`src/rtl/alu_share_arbiter_if.sv`:
```
// alu_share_arbiter_if
//   Bundles the two requester ports, the shared-ALU drive/return signals and
//   the busy flag for alu_share_arbiter.
//   Port 0 (execute path) and port 1 (branch/compare unit):
//     reqX, opX[2:0], aX, bX        requester -> arbiter
//     gntX, doneX, resX, zeroX      arbiter -> requester
//   Shared ALU:
//     alu_a, alu_b, alu_sel[1:0], alu_bnegate   arbiter -> ALU
//     alu_result, alu_zero                      ALU -> arbiter
//   busy                                        arbiter status
//   The slave modport is the arbiter's view; the master modport is the
//   environment's (requesters plus ALU).
interface alu_share_arbiter_if #(
   parameter int unsigned WIDTH = 24
);
   logic             req0;
   logic [2:0]       op0;
   logic [WIDTH-1:0] a0;
   logic [WIDTH-1:0] b0;
   logic             gnt0;
   logic             done0;
   logic [WIDTH-1:0] res0;
   logic             zero0;

   logic             req1;
   logic [2:0]       op1;
   logic [WIDTH-1:0] a1;
   logic [WIDTH-1:0] b1;
   logic             gnt1;
   logic             done1;
   logic [WIDTH-1:0] res1;
   logic             zero1;

   logic [WIDTH-1:0] alu_a;
   logic [WIDTH-1:0] alu_b;
   logic [1:0]       alu_sel;
   logic             alu_bnegate;
   logic [WIDTH-1:0] alu_result;
   logic             alu_zero;

   logic             busy;

   modport slave (
      input  req0, op0, a0, b0,
      output gnt0, done0, res0, zero0,
      input  req1, op1, a1, b1,
      output gnt1, done1, res1, zero1,
      output alu_a, alu_b, alu_sel, alu_bnegate,
      input  alu_result, alu_zero,
      output busy
   );

   modport master (
      output req0, op0, a0, b0,
      input  gnt0, done0, res0, zero0,
      output req1, op1, a1, b1,
      input  gnt1, done1, res1, zero1,
      input  alu_a, alu_b, alu_sel, alu_bnegate,
      output alu_result, alu_zero,
      input  busy
   );
endinterface

```
`src/rtl/alu_share_arbiter.sv`:
```
// alu_share_arbiter
//   Shares one combinational ALU between the execute path (port 0) and the
//   branch/compare unit (port 1). Round-robin arbitration in IDLE, one EXEC
//   cycle driving the ALU from latched operands, one RESP cycle pulsing the
//   owner's done with its registered result and zero flag.
//   Ports:
//     clk    rising-edge clock
//     reset  synchronous, active-high
//     bus    alu_share_arbiter_if.slave (requesters, ALU drive/return, busy)
module alu_share_arbiter #(
   parameter int unsigned WIDTH = 24
) (
   input  logic                clk,
   input  logic                reset,
   alu_share_arbiter_if.slave  bus
);

   typedef enum logic [1:0] {
      IDLE = 2'd0,
      EXEC = 2'd1,
      RESP = 2'd2
   } state_t;

   state_t           state_q, state_d;
   logic             ptr_q;      // 1: port 1 wins a tie
   logic             owner_q;
   logic [WIDTH-1:0] a_q, b_q;
   logic [2:0]       op_q;
   logic [WIDTH-1:0] res0_q, res1_q;
   logic             zero0_q, zero1_q;
   logic             win0, win1;

   always_comb begin
      state_d = state_q;
      win0    = 1'b0;
      win1    = 1'b0;
      unique case (state_q)
         IDLE: begin
            win0 = bus.req0 & (~bus.req1 | ~ptr_q);
            win1 = bus.req1 & (~bus.req0 |  ptr_q);
            if (win0 | win1)
               state_d = EXEC;
         end
         EXEC:    state_d = RESP;
         RESP:    state_d = IDLE;
         default: state_d = IDLE;
      endcase
   end

   always_ff @(posedge clk) begin
      if (reset) begin
         state_q <= IDLE;
         ptr_q   <= 1'b0;
         owner_q <= 1'b0;
         a_q     <= '0;
         b_q     <= '0;
         op_q    <= '0;
         res0_q  <= '0;
         res1_q  <= '0;
         zero0_q <= 1'b0;
         zero1_q <= 1'b0;
      end else begin
         state_q <= state_d;
         if (win0) begin
            a_q     <= bus.a0;
            b_q     <= bus.b0;
            op_q    <= bus.op0;
            owner_q <= 1'b0;
            ptr_q   <= 1'b1;
         end else if (win1) begin
            a_q     <= bus.a1;
            b_q     <= bus.b1;
            op_q    <= bus.op1;
            owner_q <= 1'b1;
            ptr_q   <= 1'b0;
         end
         // The ALU output settles during EXEC; capture it for the owner only.
         if (state_q == EXEC) begin
            if (owner_q) begin
               res1_q  <= bus.alu_result;
               zero1_q <= bus.alu_zero;
            end else begin
               res0_q  <= bus.alu_result;
               zero0_q <= bus.alu_zero;
            end
         end
      end
   end

   assign bus.gnt0        = win0;
   assign bus.gnt1        = win1;
   assign bus.done0       = (state_q == RESP) & ~owner_q;
   assign bus.done1       = (state_q == RESP) &  owner_q;
   assign bus.res0        = res0_q;
   assign bus.zero0       = zero0_q;
   assign bus.res1        = res1_q;
   assign bus.zero1       = zero1_q;
   assign bus.alu_a       = a_q;
   assign bus.alu_b       = b_q;
   assign bus.alu_sel     = op_q[1:0];
   assign bus.alu_bnegate = op_q[2];
   assign bus.busy        = (state_q != IDLE);

endmodule
```
`src/flat_wrapper.sv`:
```
// flat-port wrapper written by rule: the top's interface ports become plain ports
module alu_share_arbiter_flat 
#(
   parameter int unsigned WIDTH = 24
)
  (clk, reset, bus_req0, bus_op0, bus_a0, bus_b0, bus_gnt0, bus_done0, bus_res0, bus_zero0, bus_req1, bus_op1, bus_a1, bus_b1, bus_gnt1, bus_done1, bus_res1, bus_zero1, bus_alu_a, bus_alu_b, bus_alu_sel, bus_alu_bnegate, bus_alu_result, bus_alu_zero, bus_busy);
  alu_share_arbiter_if #(.WIDTH(WIDTH)) bus_i ();
  input  logic clk;
  input  logic reset;
  input wire logic [$bits(bus_i.req0)-1:0] bus_req0;
  input wire logic [$bits(bus_i.op0)-1:0] bus_op0;
  input wire logic [$bits(bus_i.a0)-1:0] bus_a0;
  input wire logic [$bits(bus_i.b0)-1:0] bus_b0;
  output wire logic [$bits(bus_i.gnt0)-1:0] bus_gnt0;
  output wire logic [$bits(bus_i.done0)-1:0] bus_done0;
  output wire logic [$bits(bus_i.res0)-1:0] bus_res0;
  output wire logic [$bits(bus_i.zero0)-1:0] bus_zero0;
  input wire logic [$bits(bus_i.req1)-1:0] bus_req1;
  input wire logic [$bits(bus_i.op1)-1:0] bus_op1;
  input wire logic [$bits(bus_i.a1)-1:0] bus_a1;
  input wire logic [$bits(bus_i.b1)-1:0] bus_b1;
  output wire logic [$bits(bus_i.gnt1)-1:0] bus_gnt1;
  output wire logic [$bits(bus_i.done1)-1:0] bus_done1;
  output wire logic [$bits(bus_i.res1)-1:0] bus_res1;
  output wire logic [$bits(bus_i.zero1)-1:0] bus_zero1;
  output wire logic [$bits(bus_i.alu_a)-1:0] bus_alu_a;
  output wire logic [$bits(bus_i.alu_b)-1:0] bus_alu_b;
  output wire logic [$bits(bus_i.alu_sel)-1:0] bus_alu_sel;
  output wire logic [$bits(bus_i.alu_bnegate)-1:0] bus_alu_bnegate;
  input wire logic [$bits(bus_i.alu_result)-1:0] bus_alu_result;
  input wire logic [$bits(bus_i.alu_zero)-1:0] bus_alu_zero;
  output wire logic [$bits(bus_i.busy)-1:0] bus_busy;
  assign bus_i.req0 = bus_req0;
  assign bus_i.op0 = bus_op0;
  assign bus_i.a0 = bus_a0;
  assign bus_i.b0 = bus_b0;
  assign bus_gnt0 = bus_i.gnt0;
  assign bus_done0 = bus_i.done0;
  assign bus_res0 = bus_i.res0;
  assign bus_zero0 = bus_i.zero0;
  assign bus_i.req1 = bus_req1;
  assign bus_i.op1 = bus_op1;
  assign bus_i.a1 = bus_a1;
  assign bus_i.b1 = bus_b1;
  assign bus_gnt1 = bus_i.gnt1;
  assign bus_done1 = bus_i.done1;
  assign bus_res1 = bus_i.res1;
  assign bus_zero1 = bus_i.zero1;
  assign bus_alu_a = bus_i.alu_a;
  assign bus_alu_b = bus_i.alu_b;
  assign bus_alu_sel = bus_i.alu_sel;
  assign bus_alu_bnegate = bus_i.alu_bnegate;
  assign bus_i.alu_result = bus_alu_result;
  assign bus_i.alu_zero = bus_alu_zero;
  assign bus_busy = bus_i.busy;
  alu_share_arbiter #(.WIDTH(WIDTH)) u_core (.clk(clk), .reset(reset), .bus(bus_i));
endmodule
```
`config.mk`:
```
export PLATFORM = sky130hd
export DESIGN_NAME = alu_share_arbiter_flat
export DESIGN_NICKNAME = d
export VERILOG_FILES = /design/src/rtl/alu_share_arbiter_if.sv /design/src/rtl/alu_share_arbiter.sv /design/src/flat_wrapper.sv
export SDC_FILE = /design/constraint.sdc
export NUM_CORES = 1
export LEC_CHECK = 0
export ABC_CLOCK_PERIOD_IN_PS = 1800
export BUFFER_PORTS_ARGS = -buffer_cell sky130_fd_sc_hd__buf_2
export CAP_MARGIN = 0
export CORE_MARGIN = 1
export CORE_UTILIZATION = 26
export CTS_BUF_LIST = sky130_fd_sc_hd__clkbuf_4 sky130_fd_sc_hd__clkbuf_8
export CTS_CLUSTER_DIAMETER = 100
export CTS_CLUSTER_SIZE = 14
export DETAILED_ROUTE_END_ITERATION = 8
export PLACE_DENSITY_LB_ADDON = 0.3
export SETUP_SLACK_MARGIN = 0.05
export SYNTH_ARGS = -nofsm -noshare
export SYNTH_HDL_FRONTEND = slang
export SYNTH_SLANG_ARGS = --single-unit
```
`constraint.sdc`:
```
create_clock -name clk -period 1.8 [get_ports clk]
set_clock_uncertainty 0.05 [all_clocks]
set_input_delay 0.09 -clock clk [delete_from_list [all_inputs] [get_ports clk]]
set_output_delay 0.09 -clock clk [all_outputs]
set_load 0.01 [all_outputs]
```
Yosys cells after proc, flatten, opt, wreduce, memory -nomap -nowiden
Cells that the tools add are included.

Flip-flop bits (word level): 105. Input port bits: 131. Output and inout port bits: 106.

Equal/unequal tests: 3. Mux-type cells: 12. Bitwise logic cells: 11. Reductions and logical operators: 6.

Operators with widths (count): $mux W24 (4); $mux W3 (2); $and A1 B1 Y1 (4); $mux W1 (4); $not A1 Y1 (4); $pmux W2 S2 (1); $reduce_and A2 Y1 (2); $reduce_bool A2 Y1 (2); $or A1 B1 Y1 (3); $eq A2 B1 Y1 const B (1); $eq A2 B2 Y1 const B (1); $logic_not A2 Y1 (1); $mux W2 (1); $ne A2 B1 Y1 const B (1); $reduce_or A2 Y1 (1).

Depth between registers and ports, before layout
Gate-level depths: netlist of the first run.

Depth in word-level cells: 6. Gate-level depth with buffers: 6. Gate-level depth less buffers: 3.

Worst setup path before layout of the first run
No wires, ideal clock.

Path type: flip-flop to flip-flop. Start point: register u_core.state_q[1]. End point: register u_core.b_q[10], in the netlist u_core.bus.alu_b[10]. Setup time: 133 ps. Data arrival time: 1288 ps. Data required time: 1617 ps. Path slack: 329 ps. Stages on the path, launching flop included: 7. Clock period less this slack: 1471 ps. Cells stage by stage: dfxtp_1 buf_6 or3b_1 buf_6 buf_6 o21ai_0 a311oi_1.

Longest elaborated chain between the ends: 3. Elaborated cells between the ends (all ways): 5. Classes of those cells: 3 x mux; 2 x reduce/logical.

RTL lines: start, declared (line alu_share_arbiter.sv:24) `state_t state_q, state_d;`; start signal, assigned (line alu_share_arbiter.sv:63) `state_q <= state_d;`; $logic_not A2 Y1 (*) (line alu_share_arbiter.sv:37) `unique case (state_q)`; $mux W1 (line alu_share_arbiter.sv:37); $mux W24 / $reduce_bool A2 Y1 (equally long branches); end signal, assigned (line alu_share_arbiter.sv:66) `b_q <= bus.b0;`; end signal, assigned (line alu_share_arbiter.sv:72) `b_q <= bus.b1;`; end, declared (line alu_share_arbiter.sv:27) `logic [WIDTH-1:0] a_q, b_q;`.

Mark *: on every way between the ends. The rest lies on a longest branch, timed or not. A chain may end at the register's enable or synchronous reset.

Worst setup path in the final report of the first run
Start point: register u_core.state_q[0]. End point: register u_core.b_q[4], in the netlist u_core.bus.alu_b[4].

The elaborated chain is that of the path after synthesis.

==> reports/qor.txt, run 1 <==
Layout area overhead -> 66.04%
Syn Nets -> 677
Final Critical Period -> 1.750 ns
busiest layer in global routing -> met2
chip width -> 135.7 um
Lkg Pwr -> 3.273 nW
outcome -> finished clean
Core Area -> 17360 um^2
critical path fanouts, max -> 13
Mapped Area -> 4649 um^2
Mean Syn Cell Area -> 8.515 um^2
share of the synthesized area in the top cell type -> 45.21%
Root Buffer -> clkbuf_8
Worst Path Arrival -> 1.95 ns
Slew @ Worst Pin -> 0.7133 ns
Startpoint Class -> flip-flop
met3 usage -> 4.564%
largest family of logic cells by synthesized area -> compound AO/OA/AOI/OAI gates
Bufs on Longest Clock Path -> 2
fin crit share -> 97.22%
Post-synth EDFFs -> 0
Synth async-reset ratio -> 0%
Max-slew headroom -> 52.45%
Achievable Freq -> 0.5714 GHz
first-iteration detailed-routing DRC count -> 267
clk_lat worst skew -> 0.39 ns
RSZ-0062 raised after global routing -> yes
synth top area cells -> dfxtp_1 (45%), a21oi_1 (11%), a311oi_1 (9.8%)
final hold viol count -> 0
endpoints failing setup -> 0
first drt pass iteration count -> 5
cell area after layout -> 7720 um^2
routability cong. -> 0.7300
share of cells above drive strength 1 -> 35.10%
cts bufs inserted -> 9
Antenna Violating Nets Remaining -> 0
Synth warnings -> 0
post-DR vias/cell -> 4.899
first-pass GRT wire length -> 25920 um
Via Count -> 5458
CTS tree -> yes
Seq cells post-synth -> 105
Setup Crit Path Kind -> reg2reg
Post-DP Area -> 5917 um^2
multiplexer share of the synthesized area -> 0%
DRC -> 0
Reg area -> 2107 um^2
fin worst setup slack -> 0.04996 ns
HPWL after DPL -> 9577 um
cells on worst reg2reg path -> 5
gr usage total -> 18.00%
total of max-cap violations -> 0
Setup WS pre-CTS -> 0.1385 ns
Power, Total -> 5.733 mW
total wire length -> 18180 um
vias in the first global route -> 5176
Std-Cell Rows -> 48
Worst EP required -> 2.00 ns
I/O pins -> 237
top cell type by total area after synthesis -> dfxtp_1
Mapped Cells -> 546
nets@finish -> 1015
Die Area -> 18420 um^2
Initial Utilization -> 26.79%
met1 usage -> 21.49%
Post-Synth XOR/XNOR Area -> 0%
ys flop type -> dfxtp_1
Ant. Diodes -> 0
Worst Setup End Kind -> flip-flop
drt wl/cell -> 16.32 um
clk slew on worst S/H paths -> 0.11 ns
count of different cell masters after synthesis -> 27
Seq/Total Area, Yosys -> 45.21%
global route overflow -> 0
Clock Sinks -> 105
Power Dens Cells -> 742.7 nW/um^2
largest net degree at the start of global routing -> 53
global routing met2 resource utilization -> 30.64%
max-slew violations -> 0
Die Span Y -> 135.7 um
H-tree depth -> 3
initial antenna violation count -> 0
worst vdd ir -> 0.3858 mV
worst hold path depth -> 4
IO Port Bufs -> 236
worst hold path class -> in2reg
Post-Synth Adder-Cell Area -> 0%
Post-Synth Simple-Gate Area -> 19.48%
footprint of the multi-input gates -> 2257 um^2
fillers -> 1670
Compound-Gate Fraction of Synth Area -> 26.35%
## cell usage after synthesis (2+ instances only)
library cell and number:
buf_6 18, nand3b_1 52, dfxtp_1 105, and2_4 2, a311oi_1 52, a21oi_1 101
clkbuf_1 29, nor2_1 4, buf_4 5, nand2_1 100, o21ai_0 28, nor3b_1 2
buf_2 12, o21ai_1 23
## where the power goes
| group | internal (mW) | total [mW] | switching, mW |
|---|---|---|---|
| Sequential | 2.52 | 2.62 | 0.103 |
| Combinational | 0.809 | 1.65 | 0.837 |
| Clock | 0.554 | 1.47 | 0.912 |
## stage by stage
| stage | hold slack [ns] | utilization (%) | setup TNS (ns) | cells |
|---|---|---|---|---|
| 6_report | 0.07401 | 44.48 | 0 | 1114 |
| 5_1_grt | 0.05787 | 44.48 | -0.006976 | 1114 |
| 4_1_cts | 0.03434 | 43.13 | 0 | 1106 |
| 3_5_place_dp | 0.2994 | 34.09 | 0 | 958 |
| 3_3_place_gp | 0.2954 | 34.09 | 0 | 958 |
| 2_1_floorplan | 0.1552 | - | 0 | 546 |
## worst max-delay path, cell delays in order (launching register included)
cell and delay [ns]:
dfxtp_4 0.37, or3b_4 0.41, buf_4 0.16, bufbuf_16 0.28, o21ai_0 0.22, a311oi_2 0.12
## area by class of cell
cell class,instances,share of cell area [%]
Clock buffer,10,1.702
Clock inverter,6,0.7455
Inverter,1,0.04862
Multi-Input combinational cell,376,29.24
Sequential cell,105,27.29
Tap cell,225,3.647
Timing Repair Buffer,391,37.33
## state kept, by name, summed over array words and instances (netlist names)
| signal | count |
|---|---|
| u_core.bus.alu_a | 24 |
| u_core.bus.alu_b | 24 |
| u_core.bus.res0 | 24 |
| u_core.bus.res1 | 24 |
| u_core.op_q | 3 |
| u_core.state_q | 2 |
| u_core.bus.zero0 | 1 |
| u_core.bus.zero1 | 1 |
| u_core.owner_q | 1 |
| u_core.ptr_q | 1 |
## placed cells by master (no fill, tap or decap), types with 2 or more instances in the layout
cell type,n
buf_2,235
dlygate4sd3_1,128
dfxtp_1,103
a21oi_1,101
nand2_1,100
nand3b_1,52
a311oi_1,40
o21ai_1,22
o21ai_0,20
buf_4,13
a311oi_2,12
buf_12,10
o21ai_2,9
clkbuf_8,9
nor2_1,3
and2_4,2
nor3b_1,2
inv_6,2
inv_8,2
clkinv_4,2
bufbuf_16,2
clkbuf_16,2
## logic make-up after synthesis
logic type,Yosys count
AO/OA/AOI/OAI,205
AND/OR/NAND/NOR,170
flip-flops,105
buffers and inverters,66
## metal layers
layer | wire [um] | share of wire (%) | vias to the layer above
met5 | 0 | 0 | -
met4 | 343 | 1.9 | 0
met3 | 1392 | 7.7 | 24
met2 | 8737 | 48 | 262
met1 | 7705 | 42 | 2529
li1 | - | - | 2643
## path summary, 6_finish.rpt
check,slack (ns),endpoint,startpoint
worst max-delay path,0.05,u_core.bus.alu_b[4]$_SDFFE_PP0P_,u_core.state_q[0]$_SDFFE_PP0P_
worst min-delay path,0.07,u_core.owner_q$_SDFFE_PP0P_,bus_req0
worst max register to register,0.05,u_core.bus.alu_b[4]$_SDFFE_PP0P_,u_core.state_q[0]$_SDFFE_PP0P_
worst min register to register,0.41,u_core.bus.res1[17]$_SDFFE_PP0P_,u_core.bus.res1[17]$_SDFFE_PP0P_
## what timing repair did
item / CTS / global route
setup buffers: 2 / 5
gates cloned: 2 / 3
hold buffers: 128 / 0
hold endpoints to repair: 103 / 0
gates resized for setup: 6 / 31
setup endpoints to repair: 3 / 29
pin swaps: 1 / 13
Note: power is estimated with default switching activity, not from simulation.
==> run 2: changes to the inputs <==
- REMOVE_ABC_BUFFERS: unset -> 1
==> run 2 against run 1 <==
Cell count is the same; worst setup slack gained 0.029 ns; non-clock buffer count grew 1; maximum frequency grew 1.7%; sequential power is essentially flat; register-to-register slack gained 0.03 ns.
==> reports/qor.txt, run 2 (synthesized netlist as in run 1, its figures left out) <==
cts bufs inserted -> 9
total wire length -> 17590 um
initial antenna violation count -> 0
chip width -> 135.7 um
Antenna Violating Nets Remaining -> 0
gr usage total -> 18.88%
Post-DP Area -> 5967 um^2
Via Count -> 5416
clk slew on worst S/H paths -> 0.11 ns
Placed Instances -> 963
share of cells above drive strength 1 -> 32.62%
worst vdd ir -> 0.3535 mV
Worst Setup EP -> bus_gnt0
clk_lat worst skew -> 0.38 ns
Final Critical Period -> 1.722 ns
Std-Cell Rows -> 48
I/O pins -> 237
endpoints failing setup -> 0
max-slew violations -> 0
H-tree depth -> 3
Die Span Y -> 135.7 um
Achievable Freq -> 0.5809 GHz
Clock Sinks -> 105
HPWL after DPL -> 10510 um
total of max-cap violations -> 0
Lkg Pwr -> 3.223 nW
Slew @ Worst Pin -> 0.5446 ns
Power Dens Cells -> 759.7 nW/um^2
cells on worst reg2reg path -> 5
Hold Slack -> 0.06384 ns
Layout area overhead -> 62.30%
first-pass GRT wire length -> 27070 um
worst hold path depth -> 2
Startpoint Class -> flip-flop
first-iteration detailed-routing DRC count -> 184
outcome -> finished clean
cell area after layout -> 7546 um^2
Worst Path Arrival -> 1.58 ns
final hold viol count -> 0
global route overflow -> 0
fin util -> 43.48%
post-DR vias/cell -> 4.862
Bufs on Longest Clock Path -> 2
flop2flop setup slack -> 0.08 ns
Worst EP required -> 1.66 ns
IO Port Bufs -> 236
first drt pass iteration count -> 4
worst hold path class -> in2reg
most frequent cells in the layout -> buf_2 (235), dlygate4sd3_1 (128), dfxtp_1 (104), a21oi_1 (101), nand2_1 (100)
routability cong. -> 0.7559
Ant. Diodes -> 0
fin crit share -> 95.64%
Initial Utilization -> 26.79%
DRC -> 0
r2r endpoint -> u_core.bus.alu_a[4]$_SDFFE_PP0P_
Worst Setup End Kind -> output pin
commonest non-fill, non-tap cell in the layout -> buf_2
fillers -> 1677
Die Area -> 18420 um^2
Core Area -> 17360 um^2
Root Buffer -> clkbuf_8
largest net degree at the start of global routing -> 53
vias in the first global route -> 5238
critical path fanouts, max -> 21
drt wl/cell -> 15.79 um
Worst R2R Start -> u_core.state_q[0]$_SDFFE_PP0P_
Max-slew headroom -> 63.69%
RSZ-0062 raised after global routing -> yes
CTS tree -> yes
final std cells w/o fill -> 1114
Power, Total -> 5.733 mW
CP startpoint -> u_core.state_q[0]$_SDFFE_PP0P_
nets@finish -> 1015
Setup Crit Path Kind -> reg2out
## run 2: changes by cell type in the layout (fill, tap and decap cells not counted), moves of 4 or more
cell,delta
o21ai_2,-9
buf_4,+5
a311oi_1,+12
o21ai_0,+5
o21ai_1,+4
a311oi_2,-12
## run 2: area by class of cell
cell class                      count  area, um^2  area share (%)
Sequential cell                   105        2106           27.91
Clock inverter                      6       65.06          0.8622
Timing Repair Buffer              392        2811           37.26
Clock buffer                       10       137.6           1.824
Tap cell                          225       281.5           3.731
Multi-Input combinational cell    375        2141           28.37
Inverter                            1       3.754         0.04974
## run 2: worst max-delay path, cell delays in order (launching register included)
cell and delay, ns:
dfxtp_4 0.38, or3b_4 0.41, buf_12 0.16, nor2_1 0.10
buf_2 0.13
## run 2: power breakdown
group	total [mW]	switching (mW)	internal, mW	leakage, nW
Clock	1.56	0.868	0.688	0.103
Sequential	2.62	0.100	2.52	0.863
Combinational	1.56	0.790	0.770	2.26
Total	5.73	1.76	3.97	3.22
## run 2: per-layer routing
metal	share of wire, %	GRT usage (%)	routed length (um)	vias up
met5	0	0	0	-
met4	1.9	8.177	330	0
met3	8.1	4.826	1422	21
met2	47	31.69	8311	255
met1	43	22.62	7522	2501
li1	-	-	-	2639
## run 2: timing repair
action | CTS | global route
hold buffers | 128 | 0
pin swaps | 1 | 2
gates resized for setup | 4 | 5
cloned | 1 | 0
buffers inserted | 1 | 5
endpoints found under the setup margin | 2 | 10
endpoints found under the hold margin | 103 | 0
## run 2: metrics by stage
step | setup slack (ns) | TNS (ns)
detailed placement | 0.1808 | 0
global route | 0.01253 | 0
floorplan | -1.284 | -69.73
finish | 0.07846 | 0
CTS | 0.02723 | 0
global placement | 0.1952 | 0
## run 2: worst min-delay path by stage
| stage | slack [ns] | startpoint | end |
|---|---|---|---|
| 3_3_place_gp | 0.30 | bus_alu_result[13] | u_core.bus.res0[13]$_SDFFE_PP0P_ |
| 5_1_grt | 0.06 | reset | u_core.bus.res0[16]$_SDFFE_PP0P_ |
| 6_report | 0.06 | reset | u_core.bus.res0[20]$_SDFFE_PP0P_ |
| 3_5_place_dp | 0.30 | bus_req1 | u_core.ptr_q$_SDFFE_PP0P_ |
| 2_1_floorplan | 0.11 | reset | u_core.bus.res0[0]$_SDFFE_PP0P_ |
| 4_1_cts | 0.03 | bus_req0 | u_core.owner_q$_SDFFE_PP0P_ |
